<file path="config.mk">
export PLATFORM = sky130hd
export DESIGN_NAME = gw_par2ser_shifter
export DESIGN_NICKNAME = d
export VERILOG_FILES = /design/src/rtl/gw_par2ser_shifter_pkg.sv /design/src/rtl/gw_ser_bitcnt.sv /design/src/rtl/gw_par2ser_shifter.sv
export SDC_FILE = /design/constraint.sdc
export NUM_CORES = 1
export LEC_CHECK = 0
export ABC_AREA = 1
export CORE_ASPECT_RATIO = 1.1
export CORE_UTILIZATION = 25
export CTS_BUF_LIST = sky130_fd_sc_hd__clkbuf_8
export CTS_CLUSTER_SIZE = 20
export DETAILED_ROUTE_END_ITERATION = 8
export PLACE_DENSITY = 0.47
export SLEW_MARGIN = 20
export SYNTH_ARGS = -nofsm -noshare
export SYNTH_HDL_FRONTEND = slang
export SYNTH_HIERARCHICAL = 1
export SYNTH_SLANG_ARGS = --single-unit
</file>
<file path="constraint.sdc">
create_clock -name CLK -period 1.26 [get_ports CLK]
set_input_delay 0.189 -clock CLK [delete_from_list [all_inputs] [get_ports CLK]]
set_output_delay 0.189 -clock CLK [all_outputs]
set_load 0.01 [all_outputs]
</file>
<file path="src/rtl/gw_par2ser_shifter_pkg.sv">
// Shared types for the serializer family.
// Holds the FSM encoding and the legal WIDTH range.
package gw_par2ser_shifter_pkg;

  typedef enum logic {
    ST_IDLE  = 1'b0,
    ST_SHIFT = 1'b1
  } ser_st_e;

  localparam int SER_W_MIN = 2;
  localparam int SER_W_MAX = 32;

  function automatic bit ser_width_ok(input int w);
    return (w >= SER_W_MIN) && (w <= SER_W_MAX);
  endfunction

endpackage

</file>
<file path="src/rtl/gw_ser_bitcnt.sv">
// Modulo-WIDTH bit counter with enable, sync clear and
// terminal-count flag; shared with the deserializer.
module gw_ser_bitcnt #(
  parameter int WIDTH = 4
) (
  input  logic                     clk,
  input  logic                     rst_n,
  input  logic                     ce,
  input  logic                     clr,
  input  logic                     inc,
  output logic [$clog2(WIDTH)-1:0] cnt,
  output logic                     tc
);

  localparam int CW = $clog2(WIDTH);
  localparam logic [CW-1:0] LAST_CNT = CW'(WIDTH - 1);

  logic [CW-1:0] r_cnt;

  // Count enabled cycles, wrapping after WIDTH-1.
  always_ff @(posedge clk or negedge rst_n) begin
    if (!rst_n) begin
      r_cnt <= '0;
    end else if (ce) begin
      if (clr) begin
        r_cnt <= '0;
      end else if (inc) begin
        r_cnt <= (r_cnt == LAST_CNT) ? '0 : r_cnt + 1'b1;
      end
    end
  end

  assign cnt = r_cnt;
  assign tc  = (r_cnt == LAST_CNT);

endmodule

</file>
<file path="src/rtl/gw_par2ser_shifter.sv">
// Parallel-to-serial shifter driving a single-bit output flop.
// Words stream back-to-back; Q rests at IDLE_VAL between words.
module gw_par2ser_shifter
  import gw_par2ser_shifter_pkg::*;
#(
  parameter int   WIDTH     = 4,
  parameter bit   LSB_FIRST = 1'b1,
  parameter logic IDLE_VAL  = 1'b1
) (
  input  logic             CLK,
  input  logic             RESETN,
  input  logic             CE,
  input  logic             LOAD_VLD,
  output logic             LOAD_RDY,
  input  logic [WIDTH-1:0] D,
  output logic             Q,
  output logic             BUSY,
  output logic             LAST
);

  localparam int CW = $clog2(WIDTH);
  localparam logic [CW-1:0] PEN_CNT = CW'(WIDTH - 2);

  if (!ser_width_ok(WIDTH)) begin : g_width_chk
    $error("gw_par2ser_shifter: WIDTH must be 2..32");
  end

  ser_st_e          r_st;
  logic             r_q;
  logic             r_busy;
  logic             r_last;
  logic [WIDTH-1:0] r_sreg;

  ser_st_e          w_st_nxt;
  logic             w_q_nxt;
  logic             w_busy_nxt;
  logic             w_last_nxt;
  logic [WIDTH-1:0] w_sreg_nxt;

  logic             w_acc;
  logic             w_clr;
  logic             w_inc;
  logic             w_tc;
  logic [CW-1:0]    w_cnt;
  logic             w_first;
  logic [WIDTH-1:0] w_rest;
  logic             w_next;
  logic [WIDTH-1:0] w_shift;

  gw_ser_bitcnt #(
    .WIDTH (WIDTH)
  ) u_bitcnt (
    .clk   (CLK),
    .rst_n (RESETN),
    .ce    (CE),
    .clr   (w_clr),
    .inc   (w_inc),
    .cnt   (w_cnt),
    .tc    (w_tc)
  );

  // Ready when idle or when the final bit is on Q.
  assign LOAD_RDY = CE & ((r_st == ST_IDLE) |
                          ((r_st == ST_SHIFT) & w_tc));
  assign w_acc    = LOAD_VLD & LOAD_RDY;

  assign w_first  = LSB_FIRST ? D[0] : D[WIDTH-1];
  assign w_rest   = LSB_FIRST ? (D >> 1) : (D << 1);
  assign w_next   = LSB_FIRST ? r_sreg[0] : r_sreg[WIDTH-1];
  assign w_shift  = LSB_FIRST ? (r_sreg >> 1) : (r_sreg << 1);

  // Next-state and next-output selection.
  always_comb begin
    w_st_nxt   = r_st;
    w_q_nxt    = r_q;
    w_busy_nxt = r_busy;
    w_last_nxt = r_last;
    w_sreg_nxt = r_sreg;
    w_clr      = 1'b0;
    w_inc      = 1'b0;
    if (w_acc) begin
      w_st_nxt   = ST_SHIFT;
      w_q_nxt    = w_first;
      w_sreg_nxt = w_rest;
      w_busy_nxt = 1'b1;
      w_last_nxt = 1'b0;
      w_clr      = 1'b1;
    end else if (r_st == ST_SHIFT) begin
      if (!w_tc) begin
        w_q_nxt    = w_next;
        w_sreg_nxt = w_shift;
        w_last_nxt = (w_cnt == PEN_CNT);
        w_inc      = 1'b1;
      end else begin
        w_st_nxt   = ST_IDLE;
        w_q_nxt    = IDLE_VAL;
        w_busy_nxt = 1'b0;
        w_last_nxt = 1'b0;
        w_clr      = 1'b1;
      end
    end
  end

  // State and output flops; everything holds while CE is low.
  always_ff @(posedge CLK or negedge RESETN) begin
    if (!RESETN) begin
      r_st   <= ST_IDLE;
      r_q    <= IDLE_VAL;
      r_busy <= 1'b0;
      r_last <= 1'b0;
      r_sreg <= '0;
    end else if (CE) begin
      r_st   <= w_st_nxt;
      r_q    <= w_q_nxt;
      r_busy <= w_busy_nxt;
      r_last <= w_last_nxt;
      r_sreg <= w_sreg_nxt;
    end
  end

  assign Q    = r_q;
  assign BUSY = r_busy;
  assign LAST = r_last;

endmodule

</file>
After elaboration in Yosys (flattened, before gate mapping)
Index checks and enable logic that the tools add are counted.
{"block": "totals", "regBits": 10, "latch_bits": 0, "ramBits": 0, "romBits": 0, "output_inout_bits": 4, "n_memories": 0}
{"block": "op_classes", "n_addsub": 1, "multipliers": 0, "div_mod_pow": 0, "magnitude_cmp": 0, "eq_ne": 3, "shifts": 0, "n_mux": 22, "bitwise_logic": 5, "n_reduce_logical": 7}
{"cell": "$mux 1", "count": 16}
{"cell": "$mux 4", "count": 3}
{"cell": "$mux 2", "count": 3}
{"cell": "$reduce_and 3->1", "count": 2}
{"cell": "$reduce_bool 2->1", "count": 3}
{"cell": "$eq 2x2->1 const B", "count": 2}
{"cell": "$reduce_and 2->1", "count": 2}
{"cell": "$and 1x1->1", "count": 3}
{"cell": "$add 2x1->2 const B", "count": 1}
{"cell": "$ne 2x2->1 const B", "count": 1}
{"cell": "$not 1->1", "count": 1}
{"cell": "$or 1x1->1", "count": 1}

Longest topological paths before layout
{"block": "logic_depth", "ltp_word": 8, "depth_mapped": 8, "ltp_nobuf": 8}

By module
Netlist, hierarchy kept.
{"mod": "gw_par2ser_shifter", "n_inst": 1, "cells_each": 49, "area_each_um2": 372.9}
{"mod": "gw_ser_bitcnt", "n_inst": 1, "cells_each": 12, "area_each_um2": 106.4}

Worst setup path before layout
OpenSTA, ideal clock, no wires.
{"block": "synth_path", "path_kind": "flip-flop to flip-flop", "startpoint": "reg u_bitcnt.r_cnt[0], in the netlist u_bitcnt/cnt[0]", "endpoint": "reg u_bitcnt.r_cnt[0], in the netlist u_bitcnt/cnt[0]", "setup_time_ns": 0.065, "arrival_ns": 1.296, "required_time_ns": 1.195, "slack_ns": -0.101, "path_stages_with_launch": 9, "period_less_slack_ns": 1.361, "path_cell_list": "dfrtp_1 ha_1 inv_2 nand2_2 nand3_1 o21ai_0 o21ai_2 nand2_1 nand2_1"}
{"block": "synth_via", "elab_chain_cells": 8, "elab_cells_between_ends": 17, "classes_between": "1 x add/sub; 1 x eq/ne; 9 x mux; 4 x bitwise; 2 x reduce/logical"}
{"item": "start: declaration", "line": "gw_ser_bitcnt.sv:18", "text": "logic [CW-1:0] r_cnt;"}
{"item": "start signal: assignment", "line": "gw_ser_bitcnt.sv:28", "text": "r_cnt <= (r_cnt == LAST_CNT) ? '0 : r_cnt + 1'b1;"}
{"item": "$eq 2x2->1 (*)", "line": "gw_ser_bitcnt.sv:34", "text": "assign tc = (r_cnt == LAST_CNT);"}
{"item": "net w_tc", "line": "gw_par2ser_shifter.sv:43", "text": "logic w_tc;"}
{"item": "$and 1x1->1", "line": "gw_par2ser_shifter.sv:64", "text": "((r_st == ST_SHIFT) & w_tc));"}
{"item": "$or 1x1->1", "line": "gw_par2ser_shifter.sv:63", "text": "assign LOAD_RDY = CE & ((r_st == ST_IDLE) |"}
{"item": "$and 1x1->1", "line": "gw_par2ser_shifter.sv:63"}
{"item": "$and 1x1->1", "line": "gw_par2ser_shifter.sv:65", "text": "assign w_acc = LOAD_VLD & LOAD_RDY;"}
{"item": "$mux 1 (*)", "line": "gw_par2ser_shifter.sv:81", "text": "if (w_acc) begin"}
{"item": "net w_clr", "line": "gw_par2ser_shifter.sv:41", "text": "logic w_clr;"}
{"item": "$reduce_bool 2->1 (no source line)"}
{"item": "$reduce_and 2->1 (no source line)"}
The timed path passes the listed nets; every way through them passes the cells marked *. The select of a mux whose other input is x is not followed.
A chain may end at the register's enable or synchronous reset.

Final worst setup path
{"block": "layout_path", "startpoint": "reg u_bitcnt.r_cnt[1], in the netlist u_bitcnt/cnt[1]", "endpoint": "out LOAD_RDY"}
{"block": "layout_via", "elab_chain_cells": 4}
{"item": "$eq 2x2->1", "line": "gw_ser_bitcnt.sv:34"}
{"item": "net w_tc", "line": "gw_par2ser_shifter.sv:43"}
{"item": "$and 1x1->1", "line": "gw_par2ser_shifter.sv:64"}
{"item": "$or 1x1->1", "line": "gw_par2ser_shifter.sv:63"}
{"item": "$and 1x1->1", "line": "gw_par2ser_shifter.sv:63"}
{"item": "end: declaration", "line": "gw_par2ser_shifter.sv:14", "text": "output logic LOAD_RDY,"}
The timed path passes the listed nets, and every way through them passes these cells.

==> metrics.log <==
INFO  metric crit_end = LOAD_RDY
INFO  metric arrival = 1180 ps
INFO  metric final-hold-violation-count = 0
INFO  metric cts.sinks = 9
INFO  metric drc = 2
INFO  metric multi_input_area = 253 sq um
INFO  metric yosys.area.top_type = dfrtp_1
INFO  metric cts-htree-levels = 1
INFO  metric grt_pass1_wl = 1930 um
INFO  metric worst_slew_pin_tran = 431 ps
INFO  metric cts_tree = yes
INFO  metric ctsLongestPathBuffers = 2
INFO  metric dpl.hpwl = 863 um
INFO  metric finalCriticalPeriod = 1370 ps
INFO  metric layout.area.seq = 226 sq um
INFO  metric antenna_violations_before_repair = 0
INFO  metric worst_slack = -113 ps
INFO  metric placeable_core_area = 1780 sq um
INFO  metric max-slew-margin-rel = 71.1%
INFO  metric global_route.usage.total = 13.4%
INFO  metric fillers = 187
INFO  metric p_comb_share = 45.7%
INFO  metric fp.dieW = 43.7 um
INFO  metric worstRegToRegCells = 9
INFO  metric syn_inst = 61
INFO  metric ff2ff_setup_slack = -90 ps
INFO  metric timing.final.crit_share = 109%
INFO  metric cellPowerDensity = 1740 nW/um^2
INFO  metric power.net_switching = 0.481 mW
INFO  metric die_h = 47.9 um
INFO  metric synth_top_cells_by_area = dfrtp_1, nand2_1, nand4_1, inv_1, dfstp_2
INFO  metric vias_per_cell = 4.62
INFO  metric yosysUniqueCellTypes = 18
INFO  metric cp_max_fo = 2
INFO  metric std_cell_rows = 16
INFO  metric first_pass_iters = 6
INFO  metric initial_detailed_routing_violation_count = 4
INFO  metric ctsHoldBuffers = 0
INFO  metric critPathRequiredTime = 1070 ps
INFO  metric vias_in_the_first_global_route = 459
INFO  metric initial_utilization = 26.9%
INFO  metric pwr-share-seq = 31.5%
INFO  metric ys_warn_count = 6
INFO  metric areaGrowthSynthToFinish = 73.6%
INFO  metric achievable-frequency = 0.728 GHz
INFO  metric clock_pin_slew_of_the_registers_on_the_worst_case_setup_and_hold_paths = 50 ps
INFO  metric r2r-start = u_bitcnt/cnt[1]$_DFFE_PN0P_
INFO  metric run_status = complete, but fails checks
INFO  metric fin_hold_ws = 264 ps
INFO  metric finClkSkew = 5.87 ps
INFO  metric cts-root-buf = clkbuf_8
INFO  metric grtUsageMet2 = 22.1%
INFO  metric clock_insertion_delay_worst_skew = 230 ps
INFO  metric maxSlewViolCount = 0
INFO  metric cts_inserted_buffers = 3
INFO  metric clkPwrFrac = 22.8%
INFO  metric startpoint_type = flop
INFO  metric timing.hold.worst.class = in2async
INFO  metric worstSetupStartpoint = u_bitcnt/cnt[1]$_DFFE_PN0P_
INFO  metric drt_wl_total = 1180 um
INFO  metric violations_in_the_final_reports = DRC, setup timing
INFO  metric grt_max_degree = 10
INFO  metric vias = 513
INFO  metric floorplan.io_pins = 12
INFO  metric stdcell_area = 832 sq um
INFO  metric insertedDiodeCount = 0
INFO  metric power_report.internal_total = 0.963 mW
INFO  metric route.detailed.wl_per_inst = 10.6 um
INFO  metric grt-ovfl-total = 0
INFO  metric mappedNetlistArea = 479 sq um
INFO  metric ant_nets = 0
INFO  metric layout-drive-gt1-share = 37.6%
INFO  metric die_area = 2100 sq um
INFO  metric swShare = 33.3%
INFO  metric post_dp_cell_area = 721 sq um
INFO  metric globalplace.congestion = 0.676
INFO  metric final_core_utilization = 46.7%
INFO  metric criticalPathCategory = reg2out
INFO  metric cap_violations = 0
INFO  metric power.ir.vdd_worst = 0.692 mV
INFO  metric synth_seq_area_share = 47.3%
INFO  metric yosys.area.top_type_share = 41.8%
INFO  metric synth.net_count = 70
INFO  metric fin_nets = 103
INFO  metric leakage = 0.423 nW
INFO  metric ys_ff_latch = 9
INFO  metric grtUsageMet1 = 15.1%
INFO  metric postSynthAreaPerCell = 7.86 sq um
INFO  metric end_kind = output pin
INFO  metric worst_r2r_endpoint = u_bitcnt/cnt[0]$_DFFE_PN0P_
INFO  metric io_buffer_count = 11
INFO  metric global_route.peak_usage_layer = met2
INFO  metric grt_util_met3 = 3.77%
INFO  metric setup_repair_after_global_routing_missed_its_margin = true
INFO  metric setup_violations = 7
-- worst min path at each step --
stage	start	to	slack (ps)	depth (start not counted)
2_1_floorplan	RESETN	BUSY$_DFFE_PN0P_	-110	0
3_3_place_gp	Q$_DFFE_PN1P_	Q$_DFFE_PN1P_	450	2
3_5_place_dp	Q$_DFFE_PN1P_	Q$_DFFE_PN1P_	460	2
4_1_cts	RESETN	LAST$_DFFE_PN0P_	280	1
5_1_grt	RESETN	LAST$_DFFE_PN0P_	310	1
6_report	RESETN	LAST$_DFFE_PN0P_	260	1
-- final cells by class --
cell class,instances,area share [%]
clock inverter,1,0.451
sequential,9,27.2
timing repair buffer,28,29.3
tap,18,2.71
inverter,11,4.96
multi-input combinational,41,30.4
clock buffer,3,4.96
-- cell families after synthesis --
family / synth area share [%]
AO/OA/AOI/OAI: 8.88
adder cells (fa/ha/maj): 2.61
buffers and inverters: 8.62
flip-flops: 47.3
AND/OR/NAND/NOR: 32.6
-- power groups by stage --
| stage | Combinational, mW | Sequential (mW) | Clock, mW |
|---|---|---|---|
| 5_1_grt | 0.721 | 0.467 | 0.364 |
| 4_1_cts | 0.650 | 0.455 | 0.343 |
| 3_5_place_dp | 0.596 | 0.460 | 0 |
| 2_1_floorplan | 0.273 | 0.476 | 0 |
| 3_3_place_gp | 0.591 | 0.457 | 0 |
| 6_report | 0.660 | 0.454 | 0.329 |
-- sequential cells by signal, indices dropped and copies added, names as in the netlist --
signal,cells
BUSY,1
LAST,1
Q,1
r_sreg,3
r_st,1
u_bitcnt/cnt,2
-- through the flow --
step / setup slack [ps] / power, mW / instances / TNS [ps]
final: -113 / 1.44 / 111 / -454
after global routing: -180 / 1.55 / 111 / -924
after CTS: -148 / 1.45 / 111 / -1020
after detailed placement: -329 / 1.06 / 103 / -1220
after global placement: -295 / 1.05 / 103 / -1230
after floorplan: 31.7 / 0.749 / 61 / 0
-- critical path: stages (launching register included) --
cell and delay (ps):
dfrtp_1 370, ha_2 200, inv_2 40, nand2_2 70, inv_2 50, nor2_2 80, buf_2 140
-- layer usage --
metal  vias up  wire length [um]
met5         -                 0
li1        264                 -
met3         2                60
met1       235               512
met2        12               594
met4         0                13
-- layout by cell type, fill, tap and decap left out --
cell type | Yosys | layout
nor2_2 | 1 | 1
o21ai_0 | 4 | 1
clkbuf_8 | 0 | 3
clkdlybuf4s50_1 | 0 | 7
nor2_1 | 1 | 1
or2_2 | 1 | 1
buf_4 | 0 | 13
o21ai_4 | 0 | 1
o21ai_1 | 1 | 3
or2_1 | 1 | 1
o21ai_2 | 1 | 1
dfrtp_1 | 8 | 8
nand2_1 | 17 | 16
ha_2 | 0 | 1
a21oi_4 | 0 | 1
inv_2 | 3 | 3
nand3_4 | 0 | 1
buf_6 | 0 | 4
dfstp_2 | 1 | 1
buf_2 | 0 | 1
inv_1 | 8 | 9
nor3b_1 | 1 | 1
dlygate4sd2_1 | 0 | 3
nand3_1 | 5 | 3
nand2_2 | 1 | 2
nand4_1 | 5 | 5
nand3_2 | 0 | 1
-- cell usage after synthesis --
cell type and count:
nand2_1 17, dfrtp_1 8, inv_1 8, nand3_1 5, nand4_1 5, o21ai_0 4
inv_2 3, a21oi_2 1, dfstp_2 1, ha_1 1, nand2_2 1, nor2_1 1
nor2_2 1, nor3b_1 1, o21ai_1 1, o21ai_2 1, or2_1 1, or2_2 1
-- what timing repair did --
action | 4_1_cts | 5_1_grt
endpoints found under the setup margin | 12 | 10
pin swaps | 3 | 9
buffers inserted | 4 | 2
gates resized for setup | 15 | 5
Note: power is estimated with default switching activity, not from simulation.
